==> src/rtl/fp_pkg.sv <==
// Shared floating-point definitions: flag indices, rounding-mode codes and
// canonical special-value encodings for any {sign, exp, frac} layout up to 64 bits.
package fp_pkg;

   localparam int unsigned FLAG_W         = 4;
   localparam int unsigned FLAG_INEXACT   = 0;
   localparam int unsigned FLAG_UNDERFLOW = 1;
   localparam int unsigned FLAG_OVERFLOW  = 2;
   localparam int unsigned FLAG_INVALID   = 3;

   localparam logic [1:0] RM_RNE = 2'd0;
   localparam logic [1:0] RM_RTZ = 2'd1;
   localparam logic [1:0] RM_RDN = 2'd2;
   localparam logic [1:0] RM_RUP = 2'd3;

   // Flag bundle in the order it appears on the flags port.
   typedef struct packed {
      logic invalid;
      logic overflow;
      logic underflow;
      logic inexact;
   } fp_flags_t;

   // Canonical quiet NaN: exponent all ones, only the fraction MSB set.
   function automatic logic [63:0] qnan_bits(input int unsigned exp_w, input int unsigned mant_w);
      return (((64'd1 << exp_w) - 64'd1) << mant_w) | (64'd1 << (mant_w - 1));
   endfunction

   // Signed infinity: exponent all ones, zero fraction.
   function automatic logic [63:0] inf_bits(input logic sign, input int unsigned exp_w,
                                            input int unsigned mant_w);
      return (((64'd1 << exp_w) - 64'd1) << mant_w) | (64'(sign) << (exp_w + mant_w));
   endfunction

endpackage

==> src/rtl/fp_addsub_pipe_if.sv <==
// Operand/result stream bundle for fp_addsub_pipe.
// master: drives operands and out_ready; slave: the adder.
interface fp_addsub_pipe_if #(parameter int unsigned W = 16);
   logic         in_valid;
   logic         in_ready;
   logic [W-1:0] a;
   logic [W-1:0] b;
   logic         op_sub;
   logic         out_valid;
   logic         out_ready;
   logic [W-1:0] result;
   logic [3:0]   flags;

   modport master (output in_valid, a, b, op_sub, out_ready,
                   input  in_ready, out_valid, result, flags);
   modport slave  (input  in_valid, a, b, op_sub, out_ready,
                   output in_ready, out_valid, result, flags);
endinterface

==> src/rtl/fp_lzc.sv <==
// Leading-zero counter. din: vector to scan; cnt: number of zeros above the
// most significant set bit (WIDTH when din is zero).
module fp_lzc #(
   parameter int unsigned WIDTH = 14
) (
   input  logic [WIDTH-1:0]           din,
   output logic [$clog2(WIDTH+1)-1:0] cnt
);
   localparam int unsigned CNT_W = $clog2(WIDTH + 1);

   // Scan upward so the highest set bit determines the final count.
   always_comb begin
      cnt = CNT_W'(WIDTH);
      for (int unsigned i = 0; i < WIDTH; i++) begin
         if (((din >> i) & WIDTH'(1)) != '0) cnt = CNT_W'(WIDTH - 1 - i);
      end
   end
endmodule

==> src/rtl/fp_addsub_pipe.sv <==
// 3-stage IEEE-style floating-point adder/subtractor, round-to-nearest-even.
// Ports: clk, rst_n (synchronous, active low), bus (slave): in_valid/in_ready,
// a, b, op_sub in; out_valid/out_ready, result, flags {invalid, overflow,
// underflow, inexact} out. in_ready is combinational from out_ready.
module fp_addsub_pipe
   import fp_pkg::*;
#(
   parameter int unsigned EXP_W  = 5,
   parameter int unsigned MANT_W = 10
) (
   input  logic              clk,
   input  logic              rst_n,
   fp_addsub_pipe_if.slave   bus
);
   localparam int unsigned W     = 1 + EXP_W + MANT_W;
   localparam int unsigned BIAS  = (1 << (EXP_W - 1)) - 1;
   localparam int unsigned SIG_W = MANT_W + 4;   // hidden + fraction + guard/round/sticky
   localparam int unsigned SUM_W = MANT_W + 5;   // plus carry
   localparam int unsigned CNT_W = $clog2(SIG_W + 1);
   localparam int unsigned SAT   = MANT_W + 3;
   localparam logic [EXP_W-1:0] EXP_ONES = EXP_W'(2 * BIAS + 1);

   logic adv;

   // ---------------- S1: unpack, special detect, swap, align ----------------
   logic              sa, sb, a_nan, b_nan, a_snan, b_snan, a_inf, b_inf, swap;
   logic [EXP_W-1:0]  ea, eb, el, es, eff_l, eff_s;
   logic [MANT_W-1:0] fa, fb, fl, fs;
   logic [31:0]       sh_amt;
   logic [SIG_W-1:0]  ext_s;
   logic [2*SIG_W-1:0] wide;
   logic              spec_c, spec_inv_c;
   logic [W-1:0]      spec_res_c;

   assign sa = bus.a[W-1];
   assign ea = bus.a[W-2:MANT_W];
   assign fa = bus.a[MANT_W-1:0];
   assign sb = bus.b[W-1] ^ bus.op_sub;   // subtraction is addition of -b
   assign eb = bus.b[W-2:MANT_W];
   assign fb = bus.b[MANT_W-1:0];

   assign a_nan  = (ea == EXP_ONES) && (fa != '0);
   assign b_nan  = (eb == EXP_ONES) && (fb != '0);
   assign a_snan = a_nan && !fa[MANT_W-1];
   assign b_snan = b_nan && !fb[MANT_W-1];
   assign a_inf  = (ea == EXP_ONES) && (fa == '0);
   assign b_inf  = (eb == EXP_ONES) && (fb == '0);

   // Raw exponent:fraction fields order the same as magnitudes.
   assign swap  = bus.b[W-2:0] > bus.a[W-2:0];
   assign el    = swap ? eb : ea;
   assign es    = swap ? ea : eb;
   assign fl    = swap ? fb : fa;
   assign fs    = swap ? fa : fb;
   assign eff_l = (el == '0) ? EXP_W'(1) : el;
   assign eff_s = (es == '0) ? EXP_W'(1) : es;

   // Far-apart operands saturate the shift; everything lost lands in sticky.
   always_comb begin
      sh_amt = 32'(eff_l) - 32'(eff_s);
      if (sh_amt >= 32'(SAT)) sh_amt = 32'(SAT);
      ext_s = {(es != '0), fs, 3'b000};
      wide  = {ext_s, SIG_W'(0)} >> sh_amt;
   end

   // NaN beats Inf; opposite infinities are invalid.
   always_comb begin
      spec_c     = 1'b0;
      spec_inv_c = 1'b0;
      spec_res_c = '0;
      if (a_nan || b_nan) begin
         spec_c     = 1'b1;
         spec_res_c = W'(qnan_bits(EXP_W, MANT_W));
         spec_inv_c = a_snan || b_snan;
      end else if (a_inf && b_inf && (sa != sb)) begin
         spec_c     = 1'b1;
         spec_res_c = W'(qnan_bits(EXP_W, MANT_W));
         spec_inv_c = 1'b1;
      end else if (a_inf) begin
         spec_c     = 1'b1;
         spec_res_c = W'(inf_bits(sa, EXP_W, MANT_W));
      end else if (b_inf) begin
         spec_c     = 1'b1;
         spec_res_c = W'(inf_bits(sb, EXP_W, MANT_W));
      end
   end

   logic              v1, s1_sign, s1_sub, s1_zsign, s1_spec, s1_spec_inv;
   logic [EXP_W-1:0]  s1_exp;
   logic [SIG_W-1:0]  s1_sig_l, s1_sig_s;
   logic [W-1:0]      s1_spec_res;

   always_ff @(posedge clk) begin
      if (!rst_n)   v1 <= 1'b0;
      else if (adv) v1 <= bus.in_valid;
   end

   always_ff @(posedge clk) begin
      if (adv) begin
         s1_sign     <= swap ? sb : sa;
         s1_sub      <= sa ^ sb;
         s1_zsign    <= sa & sb;   // exact zero is -0 only when both addends are -0
         s1_exp      <= eff_l;
         s1_sig_l    <= {(el != '0), fl, 3'b000};
         s1_sig_s    <= {wide[2*SIG_W-1:SIG_W+1], wide[SIG_W] | (|wide[SIG_W-1:0])};
         s1_spec     <= spec_c;
         s1_spec_inv <= spec_inv_c;
         s1_spec_res <= spec_res_c;
      end
   end

   // ---------------- S2: magnitude add / subtract ----------------
   logic              v2, s2_sign, s2_zsign, s2_spec, s2_spec_inv;
   logic [EXP_W-1:0]  s2_exp;
   logic [SUM_W-1:0]  s2_sum;
   logic [W-1:0]      s2_spec_res;

   always_ff @(posedge clk) begin
      if (!rst_n)   v2 <= 1'b0;
      else if (adv) v2 <= v1;
   end

   always_ff @(posedge clk) begin
      if (adv) begin
         s2_sum      <= s1_sub ? ({1'b0, s1_sig_l} - {1'b0, s1_sig_s})
                               : ({1'b0, s1_sig_l} + {1'b0, s1_sig_s});
         s2_exp      <= s1_exp;
         s2_sign     <= s1_sign;
         s2_zsign    <= s1_zsign;
         s2_spec     <= s1_spec;
         s2_spec_inv <= s1_spec_inv;
         s2_spec_res <= s1_spec_res;
      end
   end

   // ---------------- S3: normalise, round, pack ----------------
   logic [CNT_W-1:0]  lz;
   logic [31:0]       shl, lim;
   logic [SIG_W-1:0]  mant;
   logic [EXP_W:0]    exp_n, exp_o;
   logic [MANT_W+1:0] rounded;
   logic              rup, inexact;
   logic [W-1:0]      res_c;
   fp_flags_t         flags_c;

   fp_lzc #(.WIDTH(SIG_W)) u_lzc (
      .din (s2_sum[SIG_W-1:0]),
      .cnt (lz)
   );

   always_comb begin
      shl   = '0;
      lim   = 32'(s2_exp) - 32'd1;
      mant  = s2_sum[SIG_W-1:0];
      exp_n = (EXP_W+1)'(s2_exp);
      if (s2_sum[SUM_W-1]) begin
         // Carry out: shift right one, folding the dropped bit into sticky.
         mant  = {s2_sum[SUM_W-1:2], s2_sum[1] | s2_sum[0]};
         exp_n = (EXP_W+1)'(s2_exp) + (EXP_W+1)'(1);
      end else begin
         // Left shift limited so the exponent bottoms out at 1 (subnormal).
         shl   = (32'(lz) < lim) ? 32'(lz) : lim;
         mant  = s2_sum[SIG_W-1:0] << shl;
         exp_n = (EXP_W+1)'(32'(s2_exp) - shl);
      end

      inexact = |mant[2:0];
      rup     = mant[2] & (mant[1] | mant[0] | mant[3]);
      rounded = {1'b0, mant[SIG_W-1:3]} + (MANT_W+2)'(rup);

      // Rounding carry bumps the exponent; a missing hidden bit means subnormal.
      if (rounded[MANT_W+1])   exp_o = exp_n + (EXP_W+1)'(1);
      else if (rounded[MANT_W]) exp_o = exp_n;
      else                      exp_o = '0;

      flags_c = '0;
      if (s2_spec) begin
         res_c           = s2_spec_res;
         flags_c.invalid = s2_spec_inv;
      end else if (exp_o >= {1'b0, EXP_ONES}) begin
         res_c            = W'(inf_bits(s2_sign, EXP_W, MANT_W));
         flags_c.overflow = 1'b1;
         flags_c.inexact  = 1'b1;
      end else if (rounded == '0) begin
         res_c = {s2_zsign, (W-1)'(0)};
      end else begin
         res_c             = {s2_sign, exp_o[EXP_W-1:0], rounded[MANT_W-1:0]};
         flags_c.inexact   = inexact;
         flags_c.underflow = inexact && (exp_o == '0);
      end
   end

   // ---------------- Output register and handshake ----------------
   logic         out_valid_q;
   logic [W-1:0] result_q;
   logic [3:0]   flags_q;

   assign adv          = !out_valid_q || bus.out_ready;
   assign bus.in_ready = adv;

   always_ff @(posedge clk) begin
      if (!rst_n) begin
         out_valid_q <= 1'b0;
         result_q    <= '0;
         flags_q     <= '0;
      end else if (adv) begin
         out_valid_q <= v2;
         if (v2) begin
            result_q <= res_c;
            flags_q  <= flags_c;
         end
      end
   end

   assign bus.out_valid = out_valid_q;
   assign bus.result    = result_q;
   assign bus.flags     = flags_q;

endmodule

==> src/flat_wrapper.sv <==
// flat-port wrapper written by rule: the top's interface ports become plain ports
module fp_addsub_pipe_flat import fp_pkg::*;
#(
   parameter int unsigned EXP_W  = 5,
   parameter int unsigned MANT_W = 10
)
  (clk, rst_n, bus_in_valid, bus_a, bus_b, bus_op_sub, bus_out_ready, bus_in_ready, bus_out_valid, bus_result, bus_flags);
  fp_addsub_pipe_if #(.W(16)) bus_i ();
  input  logic clk;
  input  logic rst_n;
  input wire logic [$bits(bus_i.in_valid)-1:0] bus_in_valid;
  input wire logic [$bits(bus_i.a)-1:0] bus_a;
  input wire logic [$bits(bus_i.b)-1:0] bus_b;
  input wire logic [$bits(bus_i.op_sub)-1:0] bus_op_sub;
  input wire logic [$bits(bus_i.out_ready)-1:0] bus_out_ready;
  output wire logic [$bits(bus_i.in_ready)-1:0] bus_in_ready;
  output wire logic [$bits(bus_i.out_valid)-1:0] bus_out_valid;
  output wire logic [$bits(bus_i.result)-1:0] bus_result;
  output wire logic [$bits(bus_i.flags)-1:0] bus_flags;
  assign bus_i.in_valid = bus_in_valid;
  assign bus_i.a = bus_a;
  assign bus_i.b = bus_b;
  assign bus_i.op_sub = bus_op_sub;
  assign bus_i.out_ready = bus_out_ready;
  assign bus_in_ready = bus_i.in_ready;
  assign bus_out_valid = bus_i.out_valid;
  assign bus_result = bus_i.result;
  assign bus_flags = bus_i.flags;
  fp_addsub_pipe #(.EXP_W(EXP_W), .MANT_W(MANT_W)) u_core (.clk(clk), .rst_n(rst_n), .bus(bus_i));
endmodule
==> config.mk <==
export PLATFORM = sky130hd
export DESIGN_NAME = fp_addsub_pipe_flat
export DESIGN_NICKNAME = d
export VERILOG_FILES = /design/src/rtl/fp_pkg.sv /design/src/rtl/fp_addsub_pipe_if.sv /design/src/rtl/fp_lzc.sv /design/src/rtl/fp_addsub_pipe.sv /design/src/flat_wrapper.sv
export SDC_FILE = /design/constraint.sdc
export NUM_CORES = 1
export LEC_CHECK = 0
export CAP_MARGIN = 30
export CORE_UTILIZATION = 62
export CTS_BUF_LIST = sky130_fd_sc_hd__clkbuf_4 sky130_fd_sc_hd__clkbuf_8
export DETAILED_ROUTE_END_ITERATION = 8
export GPL_ROUTABILITY_DRIVEN = 0
export PLACE_DENSITY = 0.83
export SYNTH_ARGS = -nofsm -noshare
export SYNTH_HDL_FRONTEND = slang
export SYNTH_SLANG_ARGS = --single-unit
==> constraint.sdc <==
create_clock -name clk -period 11.1 [get_ports clk]
set_input_delay 2.22 -clock clk [delete_from_list [all_inputs] [get_ports clk]]
set_output_delay 2.22 -clock clk [all_outputs]
set_load 0.01 [all_outputs]
; ---- Word level (Yosys, flattened, before mapping)
; Index checks and enable logic that the tools add are counted.
[word_totals]
output_inout_bits = 22
inputBits = 37
word_cells = 119
regBits = 114
[op_classes]
eq_ne = 3
bitwise_logic = 8
n_reduce_logical = 30
add_sub_neg = 8
order_cmp = 4
n_shift = 2
mux = 42
[op_table]
columns = op, n
row1 = $mux W16, 5
row2 = $mux W32, 2
row3 = $mux W4, 13
row4 = $ge A32 B4 Y1 const B, 1
row5 = $lt A4 B32 Y1, 1
row6 = $shl A14 B32 Y14, 1
row7 = $shr A28 B32 Y28, 1
row8 = $logic_not A10 Y1, 2
row9 = $mux W10, 2
row10 = $mux W5, 4
row11 = $reduce_bool A10 Y1, 2
row12 = $mux W6, 3
row13 = $add A14 B14 Y15, 1
row14 = $gt A15 B15 Y1, 1
row15 = $mux W15, 1
row16 = $sub A14 B14 Y15, 1
row17 = $mux W14, 1
row18 = $reduce_or A14 Y1, 1
row19 = $add A11 B1 Y12, 1
row20 = $logic_not A12 Y1, 1
row21 = $eq A5 B5 Y1 const B, 2
row22 = $logic_not A5 Y1, 2
row23 = $reduce_bool A5 Y1, 2
row24 = $logic_and A1 B1 Y1, 9
row25 = 19 further kinds, 37

; ---- Depth between registers and ports, before layout
[depth]
ltp_word = 29
depth_mapped = 33
mapped_depth_nobuf = 29

; ---- Hierarchy
; Synthesis repeated with hierarchy kept, for this count alone.
[hier_totals]
cells_unflattened = 957
hier_area_um2 = 8295.5
[by_module_without_submodules]
columns = module, area_per_inst_um2, seq_area_each_um2, instances, cells_per_inst
row1 = fp_addsub_pipe, 8150.3, 2352.3, 1, 932
row2 = fp_lzc, 145.1, 0.0, 1, 25

; ---- Worst setup path after synthesis
; Ideal clock, no wire load.
[synth_timing]
kind = input port to flip-flop
start = input port bus_a[1]
end = register u_core.s1_sig_s[0], data pin
arrival_ns = 8.798
required_time_ns = 10.827
cell_stages = 31
n_path_buf = 4
setup_time_ns = 0.273
setup_slack_ns = 2.029
path_cell_list = inv_1 -> ha_1 -> nor2b_1 -> o21a_1 -> o21a_1 -> o21a_1 -> o21a_1 -> o21ai_0 -> a211oi_1 -> o21ai_1 -> clkbuf_1 -> clkbuf_1 -> mux2_2 -> nor4_1 -> nor2b_1 -> ha_1 -> fa_1 -> nor2b_1 -> o21ai_0 -> mux2i_1 -> o21ai_1 -> o311a_1 -> clkbuf_1 -> buf_1 -> mux2i_1 -> nand2_1 -> o21ai_0 -> mux2i_1 -> mux2_2 -> o41ai_1 -> o211ai_1
[synth_via]
elab_chain_cells = 10
word_cells_on_any_way = 15
cone_classes = add/sub: 1 / order compare: 2 / shift: 1 / mux: 6 / bitwise: 1 / reduce/logical: 4
[synth_rtl]
columns = item, line
row1 = from (decl), flat_wrapper.sv:12  ; input wire logic [$bits(bus_i.a)-1:0] bus_a;
row2 = $gt A15 B15 Y1 (*), fp_addsub_pipe.sv:50  ; assign swap = bus.b[W-2:0] > bus.a[W-2:0];
row3 = $mux W5 (*), fp_addsub_pipe.sv:51  ; assign el = swap ? eb : ea;
row4 = $logic_not A5 Y1, fp_addsub_pipe.sv:55  ; assign eff_l = (el == '0) ? EXP_W'(1) : el;
row5 = $mux W5 (*), fp_addsub_pipe.sv:55
row6 = net u_core.eff_l[1], fp_addsub_pipe.sv:27  ; logic [EXP_W-1:0] ea, eb, el, es, eff_l, eff_s;
row7 = $sub A5 B5 Y6 (*), fp_addsub_pipe.sv:60  ; sh_amt = 32'(eff_l) - 32'(eff_s);
row8 = $ge A32 B4 Y1, fp_addsub_pipe.sv:61  ; if (sh_amt >= 32'(SAT)) sh_amt = 32'(SAT);
row9 = $mux W32 (*), fp_addsub_pipe.sv:61
row10 = $shr A28 B32 Y28 (*), fp_addsub_pipe.sv:63  ; wide = {ext_s, SIG_W'(0)} >> sh_amt;
row11 = $reduce_or A14 Y1, fp_addsub_pipe.sv:105  ; s1_sig_s <= {wide[2*SIG_W-1:SIG_W+1], wide[SIG_W] | (|wide[SIG_W-1:0])};
row12 = $or A1 B1 Y1 (*), fp_addsub_pipe.sv:105
row13 = to (signal assigned), fp_addsub_pipe.sv:105
row14 = to (decl), fp_addsub_pipe.sv:90  ; logic [SIG_W-1:0] s1_sig_l, s1_sig_s;
; Mark *: on every way through the listed nets, which the timed path passes. The rest lies on a longest branch.
; A chain may end at the register's enable or synchronous reset.

; ---- Worst setup path in the final report
; Ends and elaborated chain as after synthesis.

==> results.toml <==
[critical_path]
start_kind = "input pin"
worst_ep_required_time_ps = 11220
critPathArrivalTime_ps = 9810
path_max_fanout = 23
critPathCaptureType = "flop"
critPathKind = "in -> reg"

[route]
first_pass_iters = 9
viasPerCell = 6.737
routedWlPerCell_um = 18.35
drt_iter0_markers = 853
vias = 7370
drcViolationCount = 0
drtAntennaViolNets = 0
drt-total-wl_mm = 20.08

[timing]
layout_setup_ws_ps = 1411
final-setup-viol-count = 0
clock_skew_ps = 20.49
tightest_slew_ps = 1025
min_period_over_period_pct = 87.29
relSlewSlack_pct = 31.70
tns_ps = 0
fmax_ghz = 0.1032
fin_crit_ps = 9689
hold_violations = 0
grt_setup_unrepaired = "no"
holdWs_ps = 429.2
drv_slew = 0

[synthesis]
synth_seq_cells = 86
yosysTopAreaCell = "edfxtp_1"
ys_seq_area_share_pct = 29.71
yosysWarnings = 0
syn_inst = 888
netlist_area_mm2 = 0.007918
postSynthAreaPerCell_um2 = 8.916
postSynth.asyncResetShare_pct = 0
synth_ff_type = "edfxtp_1"
syn_nets = 984
synthDistinctLibCells = 94
synth_edf_count = 63
synth_area_leaders = "edfxtp_1 (24%), ha_1 (8.8%), dfxtp_1 (5.8%)"
netlist.area_leader.share_pct = 23.89

[clock_tree]
clk_latency_ps = 380
postCtsHoldBufs = 0
cts_tree = "done"
cts_buffers = 9
postCtsSetupBuffers = 0
cts_buffer_depth = 2
path_clk_slew_ps = 90
ctsResizeCount = 0
htreeDepth = 3
root_buffer = "clkbuf_8"
cts_sinks = 86

[place]
portBuffers = 58
post-place-ws_ps = 1242
detailed_place_hpwl_mm = 15.38
dpl_cell_area_mm2 = 0.008572
post-place-cells = 1078

[floorplanning]
die_y_um = 115.0
die_area_mm2 = 0.01323
rows = 40
fp.dieW_um = 115.0
core_mm2 = 0.01221
initial_utilization_pct = 64.84
pin_count = 59

[global_route]
grt_pass1_wl_mm = 32.59
grtUsageTotal_pct = 30.93
grt_pass1_vias = 6971
grt_max_degree = 67
antenna_found_initial = 0
overflow = 0

[min_path]
min_path_type = "reg -> reg"

[cells_and_area]
fin_util_pct = 71.83
final_common_cell = "nand2_1"
syn_to_final_growth_pct = 10.79
antenna_cells = 0
drive_gt1_share_pct = 8.747
fin_area_mm2 = 0.008772
final_cells = 1094
final_cell_mix = "nand2_1 (79), inv_1 (69), edfxtp_1 (63)"
nets = 1017

[outcome]
status = "complete, no violations"

[power_and_ir_drop]
leakage_nw = 3.565
ir_drop_uv = 125.6
powerDensity_mw_per_mm2 = 257.5
p_total_mw = 2.258

[job]
drv_cap = 0
## power by group
| part | total [mW] | switching, mW | internal [mW] |
|---|---|---|---|
| clock network | 0.217 | 0.129 | 0.0882 |
| registers | 0.546 | 0.118 | 0.428 |
| logic | 1.50 | 0.899 | 0.596 |
| total | 2.26 | 1.15 | 1.11 |
## cell families after synthesis
family,after synthesis,synth area share (%)
compound gates,279,26.06
xor+xnor,29,3.208
fa+ha+maj,59,9.608
buf+inv,111,5.594
flops,86,29.71
mux,75,10.15
simple gates,249,15.68
## area by class of cell
cell class,instances,area (um^2)
Timing Repair Buffer,61,603.1
Tap cell,168,210.2
Fill cell,939,3440
Sequential cell,86,2352
Multi-Input combinational cell,691,5136
Inverter,72,270.3
Clock buffer,9,123.9
Clock inverter,7,76.32
## cells in the mapped netlist, types with 17 or more instances
cell / n
nand2_1: 79
nor2_1: 57
edfxtp_1: 63
a211oi_1: 17
a21oi_1: 54
inv_1: 69
nor3_1: 21
nand3_1: 21
ha_1: 56
xnor2_1: 23
mux2_2: 29
mux2i_1: 44
o21ai_0: 39
clkbuf_1: 22
dfxtp_1: 23
## final timing paths
kind         cells after the start  slack [ps]                         from                                end
max                             27        1410                     bus_a[1]       u_core.s1_sig_s[0]$_DFFE_PN_
min                              0         430   u_core.s1_exp[1]$_DFFE_PN_         u_core.s2_exp[1]$_DFFE_PN_
max reg2reg                     24        4220  u_core.s2_sum[13]$_DFFE_PN_  u_core.bus.result[9]$_SDFFE_PN0P_
min reg2reg                      0         430   u_core.s1_exp[1]$_DFFE_PN_         u_core.s2_exp[1]$_DFFE_PN_
## worst max-delay path, stage by stage
cell and delay (ps):
clkdlybuf4s50_1 550, inv_1 70, ha_1 290, nor2b_1 130, o21a_1 160, o21a_1 160
o21a_1 170, o21a_1 160, o21ai_0 250, a211oi_1 180, o21ai_4 410, mux2_2 440
nor4_1 390, nor2b_1 140, ha_1 270, fa_1 440, nor2b_1 120, o21ai_0 120
mux2i_1 150, o21ai_1 400, o311a_1 940, o21ai_0 150, o21ai_0 420, mux2i_1 190
mux2_2 320, o41ai_1 420, o211ai_1 140
## registers in the layout, indices dropped and copies added (netlist names), 3 cells and up
signal              cells
u_core.s1_spec_res      3
u_core.s1_sig_l        11
u_core.s2_exp           5
u_core.bus.flags        4
u_core.s1_sig_s        14
u_core.s2_sum          15
u_core.s2_spec_res      3
u_core.s1_exp           5
u_core.bus.result      16
## layer usage
metal	up-vias	global-route usage (%)	share of wire, %
met5	-	0	0
met4	0	14.03	3.7
met3	87	5.113	7.1
met2	401	53.82	49
met1	3454	37.61	40
li1	3428	-	-
No activity file was read; power rests on OpenSTA's default activity.
